## config.mk

```make
export PLATFORM = sky130hd
export DESIGN_NAME = decode_execute_register
export DESIGN_NICKNAME = d
export VERILOG_FILES = /design/src/rtl/global_types_pkg.sv /design/src/rtl/sat_counter.sv /design/src/rtl/decode_execute_register.sv
export SDC_FILE = /design/constraint.sdc
export NUM_CORES = 1
export LEC_CHECK = 0
export CORE_MARGIN = 2
export CORE_UTILIZATION = 42
export CTS_CLUSTER_SIZE = 16
export DETAILED_ROUTE_END_ITERATION = 8
export GPL_TIMING_DRIVEN = 0
export PLACE_DENSITY = 0.81
export RECOVER_POWER = 50
export SETUP_SLACK_MARGIN = 0.05
export SYNTH_ARGS = -nofsm -noshare
export SYNTH_HDL_FRONTEND = slang
export SYNTH_SLANG_ARGS = --single-unit
```

## constraint.sdc

```tcl
create_clock -name clk -period 2.1 [get_ports clk]
set_clock_uncertainty 0.05 [all_clocks]
set_input_delay 0.21 -clock clk [delete_from_list [all_inputs] [get_ports clk]]
set_output_delay 0.21 -clock clk [all_outputs]
set_load 0.05 [all_outputs]
```

## src/rtl/global_types_pkg.sv

```systemverilog
// Shared pipeline types: control bundle carried between decode and execute,
// result-select encodings and the stall-watchdog state encoding.
package global_types;

    localparam logic [1:0] SEL_RESULT_ALU = 2'd0;
    localparam logic [1:0] SEL_RESULT_MEM = 2'd1;
    localparam logic [1:0] SEL_RESULT_PC4 = 2'd2;
    localparam logic [1:0] SEL_RESULT_IMM = 2'd3;

    typedef struct packed {
        logic       rf_we;
        logic       dm_we;
        logic [1:0] sel_result;
        logic [3:0] alu_ctrl;
        logic       sel_alu_b;
        logic       sel_wa;
    } de_ctrl_t;

    localparam de_ctrl_t DE_CTRL_BUBBLE = '0;

    typedef enum logic {
        WD_RUN     = 1'b0,
        WD_STALLED = 1'b1
    } wd_state_e;

endpackage

```

## src/rtl/sat_counter.sv

```systemverilog
// Up-counter that sticks at all-ones instead of wrapping.
module sat_counter #(
    parameter int W = 16
) (
    input  logic         clk,
    input  logic         reset,
    input  logic         inc,
    output logic [W-1:0] count
);

    logic [W-1:0] count_q, count_d;

    always_comb begin
        count_d = count_q;
        if (inc && (count_q != '1)) count_d = count_q + W'(1);
    end

    always_ff @(posedge clk) begin
        if (reset) count_q <= '0;
        else       count_q <= count_d;
    end

    assign count = count_q;

endmodule

```

## src/rtl/decode_execute_register.sv

```systemverilog
// Decode/execute pipeline register with flush-to-bubble, hold, saturating
// performance counters and a watchdog on long flush/hold runs.
module decode_execute_register
    import global_types::*;
#(
    parameter int DATA_W    = 32,
    parameter int CNT_W     = 16,
    parameter int MAX_STALL = 4
) (
    input  logic              clk,
    input  logic              reset,
    input  logic              e_flush,
    input  logic              e_hold,
    input  logic              d_valid,
    input  logic [4:0]        d_rs,
    input  logic [4:0]        d_rt,
    input  logic [4:0]        d_rd,
    input  logic [DATA_W-1:0] d_rd0,
    input  logic [DATA_W-1:0] d_rd1,
    input  logic [DATA_W-1:0] d_imm,
    input  de_ctrl_t          d_ctrl,
    output logic              e_valid,
    output logic [4:0]        e_rs,
    output logic [4:0]        e_rt,
    output logic [4:0]        e_rd,
    output logic [DATA_W-1:0] e_rd0,
    output logic [DATA_W-1:0] e_rd1,
    output logic [DATA_W-1:0] e_imm,
    output de_ctrl_t          e_ctrl,
    output logic [1:0]        e_sel_result,
    output logic [CNT_W-1:0]  cnt_issued,
    output logic [CNT_W-1:0]  cnt_bubbles,
    output logic [CNT_W-1:0]  cnt_hold,
    output logic              stall_timeout
);

    localparam int RL_W = $clog2(MAX_STALL + 2);
    localparam logic [RL_W-1:0] RL_SAT = RL_W'(MAX_STALL + 1);
    localparam logic [RL_W-1:0] RL_LIM = RL_W'(MAX_STALL);

    logic              valid_q, valid_d;
    logic [4:0]        rs_q, rs_d, rt_q, rt_d, rd_q, rd_d;
    logic [DATA_W-1:0] rd0_q, rd0_d, rd1_q, rd1_d, imm_q, imm_d;
    de_ctrl_t          ctrl_q, ctrl_d;

    wd_state_e         state_q, state_d;
    logic [RL_W-1:0]   run_len_q, run_len_d;
    logic              timeout_q, timeout_d;

    logic stall;
    logic capture;

    assign stall   = e_flush | e_hold;
    assign capture = ~e_flush & ~e_hold;

    // Flush clears every field, so a bubble shows e_rt=0 and cannot match a
    // load-use compare in the hazard controller.
    always_comb begin
        valid_d = valid_q;
        rs_d    = rs_q;
        rt_d    = rt_q;
        rd_d    = rd_q;
        rd0_d   = rd0_q;
        rd1_d   = rd1_q;
        imm_d   = imm_q;
        ctrl_d  = ctrl_q;
        if (e_flush) begin
            valid_d = 1'b0;
            rs_d    = '0;
            rt_d    = '0;
            rd_d    = '0;
            rd0_d   = '0;
            rd1_d   = '0;
            imm_d   = '0;
            ctrl_d  = DE_CTRL_BUBBLE;
        end else if (!e_hold) begin
            valid_d = d_valid;
            rs_d    = d_rs;
            rt_d    = d_rt;
            rd_d    = d_rd;
            rd0_d   = d_rd0;
            rd1_d   = d_rd1;
            imm_d   = d_imm;
            ctrl_d  = d_valid ? d_ctrl : DE_CTRL_BUBBLE;
        end
    end

    always_ff @(posedge clk) begin
        if (reset) begin
            valid_q <= 1'b0;
            rs_q    <= '0;
            rt_q    <= '0;
            rd_q    <= '0;
            rd0_q   <= '0;
            rd1_q   <= '0;
            imm_q   <= '0;
            ctrl_q  <= DE_CTRL_BUBBLE;
        end else begin
            valid_q <= valid_d;
            rs_q    <= rs_d;
            rt_q    <= rt_d;
            rd_q    <= rd_d;
            rd0_q   <= rd0_d;
            rd1_q   <= rd1_d;
            imm_q   <= imm_d;
            ctrl_q  <= ctrl_d;
        end
    end

    // run_len counts consecutive flush/hold cycles, pinned one past the limit.
    always_comb begin
        state_d   = state_q;
        run_len_d = run_len_q;
        timeout_d = timeout_q;
        unique case (state_q)
            WD_RUN: begin
                if (stall) begin
                    state_d   = WD_STALLED;
                    run_len_d = RL_W'(1);
                end
            end
            WD_STALLED: begin
                if (stall) begin
                    if (run_len_q != RL_SAT) run_len_d = run_len_q + RL_W'(1);
                end else begin
                    state_d   = WD_RUN;
                    run_len_d = '0;
                end
            end
            default: begin
                state_d   = WD_RUN;
                run_len_d = '0;
            end
        endcase
        if (run_len_d > RL_LIM) timeout_d = 1'b1;
    end

    always_ff @(posedge clk) begin
        if (reset) begin
            state_q   <= WD_RUN;
            run_len_q <= '0;
            timeout_q <= 1'b0;
        end else begin
            state_q   <= state_d;
            run_len_q <= run_len_d;
            timeout_q <= timeout_d;
        end
    end

    sat_counter #(.W(CNT_W)) u_cnt_issued (
        .clk   (clk),
        .reset (reset),
        .inc   (capture & d_valid),
        .count (cnt_issued)
    );

    sat_counter #(.W(CNT_W)) u_cnt_bubbles (
        .clk   (clk),
        .reset (reset),
        .inc   (e_flush),
        .count (cnt_bubbles)
    );

    sat_counter #(.W(CNT_W)) u_cnt_hold (
        .clk   (clk),
        .reset (reset),
        .inc   (e_hold & ~e_flush),
        .count (cnt_hold)
    );

    assign e_valid       = valid_q;
    assign e_rs          = rs_q;
    assign e_rt          = rt_q;
    assign e_rd          = rd_q;
    assign e_rd0         = rd0_q;
    assign e_rd1         = rd1_q;
    assign e_imm         = imm_q;
    assign e_ctrl        = ctrl_q;
    assign e_sel_result  = ctrl_q.sel_result;
    assign stall_timeout = timeout_q;

endmodule

```

-- Yosys cells after proc, flatten, opt, wreduce, memory -nomap -nowiden
Cells that the tools add are included.
- flip-flop bits (word level): 175
- bits of input ports: 126
- output and inout bits: 173
- logic and storage cells: 45
- add/subtract/negate cells: 4
- $lt $le $gt $ge: 1
- eq/ne operators: 4
- mux-type cells: 6
- bitwise operators: 7
- reductions and logical operators: 4
- operators by type and width (kind ; number):
    $add A16 B1 Y16 const B ; 3
    $ne A16 B16 Y1 const B ; 3
    $mux W10 ; 1
    $mux W3 ; 3
    $pmux W3 S2 ; 1
    $add A3 B1 Y3 const B ; 1
    $and A1 B1 Y1 ; 3
    $gt A3 B3 Y1 const B ; 1
    $logic_and A1 B1 Y1 ; 3
    $ne A3 B3 Y1 const B ; 1
    $not A1 Y1 ; 3
    $reduce_or A2 Y1 ; 1
    $mux W1 ; 1
    $or A1 B1 Y1 ; 1

-- Longest topological paths before layout
- word-level depth: 5
- mapped depth: 7
- depth with buffers taken out: 7

-- Hierarchy
From an unflattened synthesis, not the netlist that was laid out.
- cell total of the unflattened synthesis: 732
- area total of the unflattened synthesis: 7262.0 µm²
- by module, submodules not included (module ; times used ; cells an instance ; area an instance (µm²) ; sequential area each (µm²)):
    decode_execute_register ; 1 ; 435 ; 4717.0 ; 2542.4
    sat_counter ; 3 ; 99 ; 848.3 ; 320.3

-- Worst setup path before layout
Ideal clock, no wire load.
- path kind: flip-flop to flip-flop
- start: reg u_cnt_hold.count_q[0] (netlist: u_cnt_hold.count[0])
- end: reg u_cnt_hold.count_q[2] (netlist: u_cnt_hold.count[2])
- setup time: 0.116 ns
- data arrival time: 1.912 ns
- data required time: 1.934 ns
- path slack: 0.023 ns
- cell stages (with the launch flop): 7
- path buffers: 0
- period minus slack after synthesis: 2.077 ns
- cell sequence: dfxtp_1 > ha_1 > nand3_1 > or4_4 > and3_4 > xnor2_1 > nor2_1
- word-level cells in the longest chain between the ends: 2
- elaborated cells on any way between the ends: 3
- those cells by class: 1 x add/sub; 1 x eq/ne; 1 x reduce/logical
- ends and longest elaborated chain (what ; line ; text):
    start: declaration ; sat_counter.sv:11 ; logic [W-1:0] count_q, count_d;
    start signal: assignment ; sat_counter.sv:20 ; else count_q <= count_d;
    branches (longest 2 deep; another with $add A16 B1 Y16) ; -- ;
Parallel ways; which one is timed is not known.
A chain may end at the register's enable or synchronous reset.

-- Final worst setup path
- start: reg u_cnt_hold.count_q[2] (netlist: u_cnt_hold.count[2])
- end: out cnt_hold[2]
- RTL lines (what ; line ; text):
    end: declaration ; decode_execute_register.sv:33 ; output logic [CNT_W-1:0] cnt_hold,
No word-level cell between the ends.

==> impl_metrics.toml <==
[status]
status = "finished clean"

[worst_setup_path]
start_kind = "flip-flop"
cp_cell_sequence = "clkdlybuf4s50_1"
cp_top_family = "buffers and inverters"
slowest_delay_ns = 0.86
cp.required_ns = 1.84
worst-setup-path-type = "reg2out"
cp_slowest_cell = "clkdlybuf4s50_1"
crit_fanout = 6
worstPathArrival_ns = 1.73
cp-end-kind = "output pin"
cp_num_buf_inv = 1

[power_and_ir_drop]
p_per_area_nw_per_um2 = 721
p_leak_uw = 0.00441
finalPower_uw = 7710
ir_worst_vdd_uv = 531

[floorplanning]
die_area_um2 = 17400
ios = 299
core_area_um2 = 15900
die_h_um = 132
die_w_um = 132
row_count = 46
start_util = 0.430

[routing]
wl_per_cell_um = 16.6
antenna_left = 0
firstDrtPassIters = 4
vias = 6245
via_per_inst = 5.02
wirelength_mm = 20.7
drc = 0
drt-initial-drc-count = 174

[synthesis]
ys_warn_count = 0
synth.avg_cell_area_um2 = 9.80
ys_types = 52
ys_top_cells_by_area = "dfxtp_1, mux2i_1, nor2_1, xor2_1, nand3_1"
synth_top_area_frac = 0.511
synthAdderAreaFrac = 0.00912
synth_compound_area_frac = 0.0557
synthCells = 700
synth_top_cell_by_area = "dfxtp_1"
ys_ff_latch = 175
syn_area_um2 = 6860
synth_simple_gate_area_frac = 0.184
synth_mux_area_frac = 0.169
syn_nets = 831
synthXorXnorAreaFrac = 0.0396
synth_top_family_by_area = "simple AND/OR/NAND/NOR gates"
synth_seq_area_share = 0.511

[global_routing]
grt_max_degree = 17
overflow = 0
grt_pass1_wl_mm = 32.4
track_usage = 0.236
grt_pass1_vias = 6091
met2_usage = 0.415
met3_usage = 0.0773
busiest_layer = "met2"
antenna_found_initial = 1
met1_usage = 0.264

[layout]
regArea_um2 = 3510
drive_gt1_frac = 0.0573
multi_input_area_um2 = 3120
post-route-util = 0.671
nets = 1148
antennaDiodeCount = 0
final_cell_mix = "clkdlybuf4s50_1, nor2_1, dfxtp_1, mux2i_1, dlygate4sd3_1"
final_common_cell = "clkdlybuf4s50_1"
syn_to_final_growth_pct = 55.9
stdcell_area_um2 = 10700
fillCellCount = 1277

[cts]
cts_tree = "yes"
cts_root_buf = "clkbuf_16"
clock_path_buffers = 2
h-tree-depth = 4
cts_made_buffers = 17
cts.clk_slew.worst_paths_ns = 0.07
clk_latency_ns = 0.42
cts_sinks = 175

[timing]
fin_crit_sh = 0.950
rsz0062_at_grt = "no"
worstMarginPinSlew_ns = 0.879
hold_viol_final = 0
max_slew_margin = 0.414
fmax_mhz = 501
setup_violations = 0
timing_max_transition_violations_final = 0
layout_min_cycle_time_ns = 1.99

[job]
cap_violations = 0

[placed_design]
placed_area_um2 = 10100
place_hpwl_mm = 15.6
place.gp.congestion = 0.815
numPortBuffers = 297

[worst_hold_path]
min_path_type = "in2reg"
-- Yosys cell counts (all sizes together) --
library cell,count
or3,5
nand4,10
nor4,3
and3,12
nor4b,2
a31oi,1
inv,3
o21bai,1
nand2b,2
o21ai,11
dfxtp,175
o311ai,1
o2111ai,3
nand3,20
xnor2,6
nand4b,3
and2b,1
a41oi,1
nor2,175
or4,1
and4b,1
or3b,1
or2,3
clkbuf,29
nor2b,2
a311oi,2
nor3,10
ha,5
o22ai,1
and4,3
buf,11
a22oi,10
o211ai,6
a211oi,4
o41ai,1
mux2i,116
xor2,25
nand2,19
a21oi,15
-- metal layers --
metal	vias up	wire length [um]
met2	226	10300
li1	3046	-
met4	2	559
met3	42	1580
met5	-	11
met1	2929	8260
-- cell type report --
cell class              instances  share of cell area
clock buffers                  22              0.0425
flip-flops and latches        175               0.328
inverters                       3             0.00105
well taps                     216              0.0253
multi-input cells             482               0.292
clock inverters                 9              0.0128
plain buffers                  40              0.0195
repair buffers                298               0.279
-- registers in the layout, indices dropped and copies added, names as in the netlist --
signal               cells
stall_timeout            1
u_cnt_hold.count        16
e_rt                     5
u_cnt_issued.count      16
run_len_q                3
e_rs                     5
e_imm                   32
e_ctrl                   8
e_rd1                   32
e_rd                     5
e_rd0                   32
e_valid                  1
e_sel_result             2
u_cnt_bubbles.count     16
state_q                  1
-- stage by stage --
stage               setup TNS, ns  hold slack (ns)  instances  setup WS, ns
detailed placement         -29.10            0.420       1213        -0.487
global placement           -30.27            0.411       1213        -0.473
floorplan                       0            0.304        700        0.0511
global route                    0            0.330       1245        0.0533
finish                          0            0.337       1245         0.106
CTS                             0            0.324       1245         0.101
-- worst paths after layout --
kind                                                        start                               end  slack [ns]  depth (start not counted)
worst max-delay path             u_cnt_hold.count[2]$_SDFFE_PP0P_                       cnt_hold[2]        0.11                          1
worst min-delay path                                     d_rd1[9]             e_rd1[9]$_SDFFE_PP0N_        0.34                          3
worst max register to register  u_cnt_hold.count[12]$_SDFFE_PP0P_  u_cnt_hold.count[0]$_SDFFE_PP0P_        0.18                          5
worst min register to register         stall_timeout$_SDFFE_PP0N_        stall_timeout$_SDFFE_PP0N_        0.43                          2
-- power by group --
part           switching, uW  total, uW  internal [uW]
registers               52.7       3460           3410
clock network           1290       3190           1900
logic                    585       1060            475
total                   1930       7710           5780
-- logic make-up after synthesis --
logic type,after synthesis
AND/OR/NAND/NOR,273
flip-flops,175
multiplexers,116
AO/OA/AOI/OAI,57
buffers and inverters,43
XOR/XNOR,31
adder cells (fa/ha/maj),5
-- repair_timing --
item                                   CTS  global route
setup endpoints to repair               30            23
gates resized for setup                  1             6
endpoints found under the hold margin    3             0
gates cloned                             0             0
hold buffers                             1             0
setup buffers                            0             0
(Power assumes the default switching activity.)
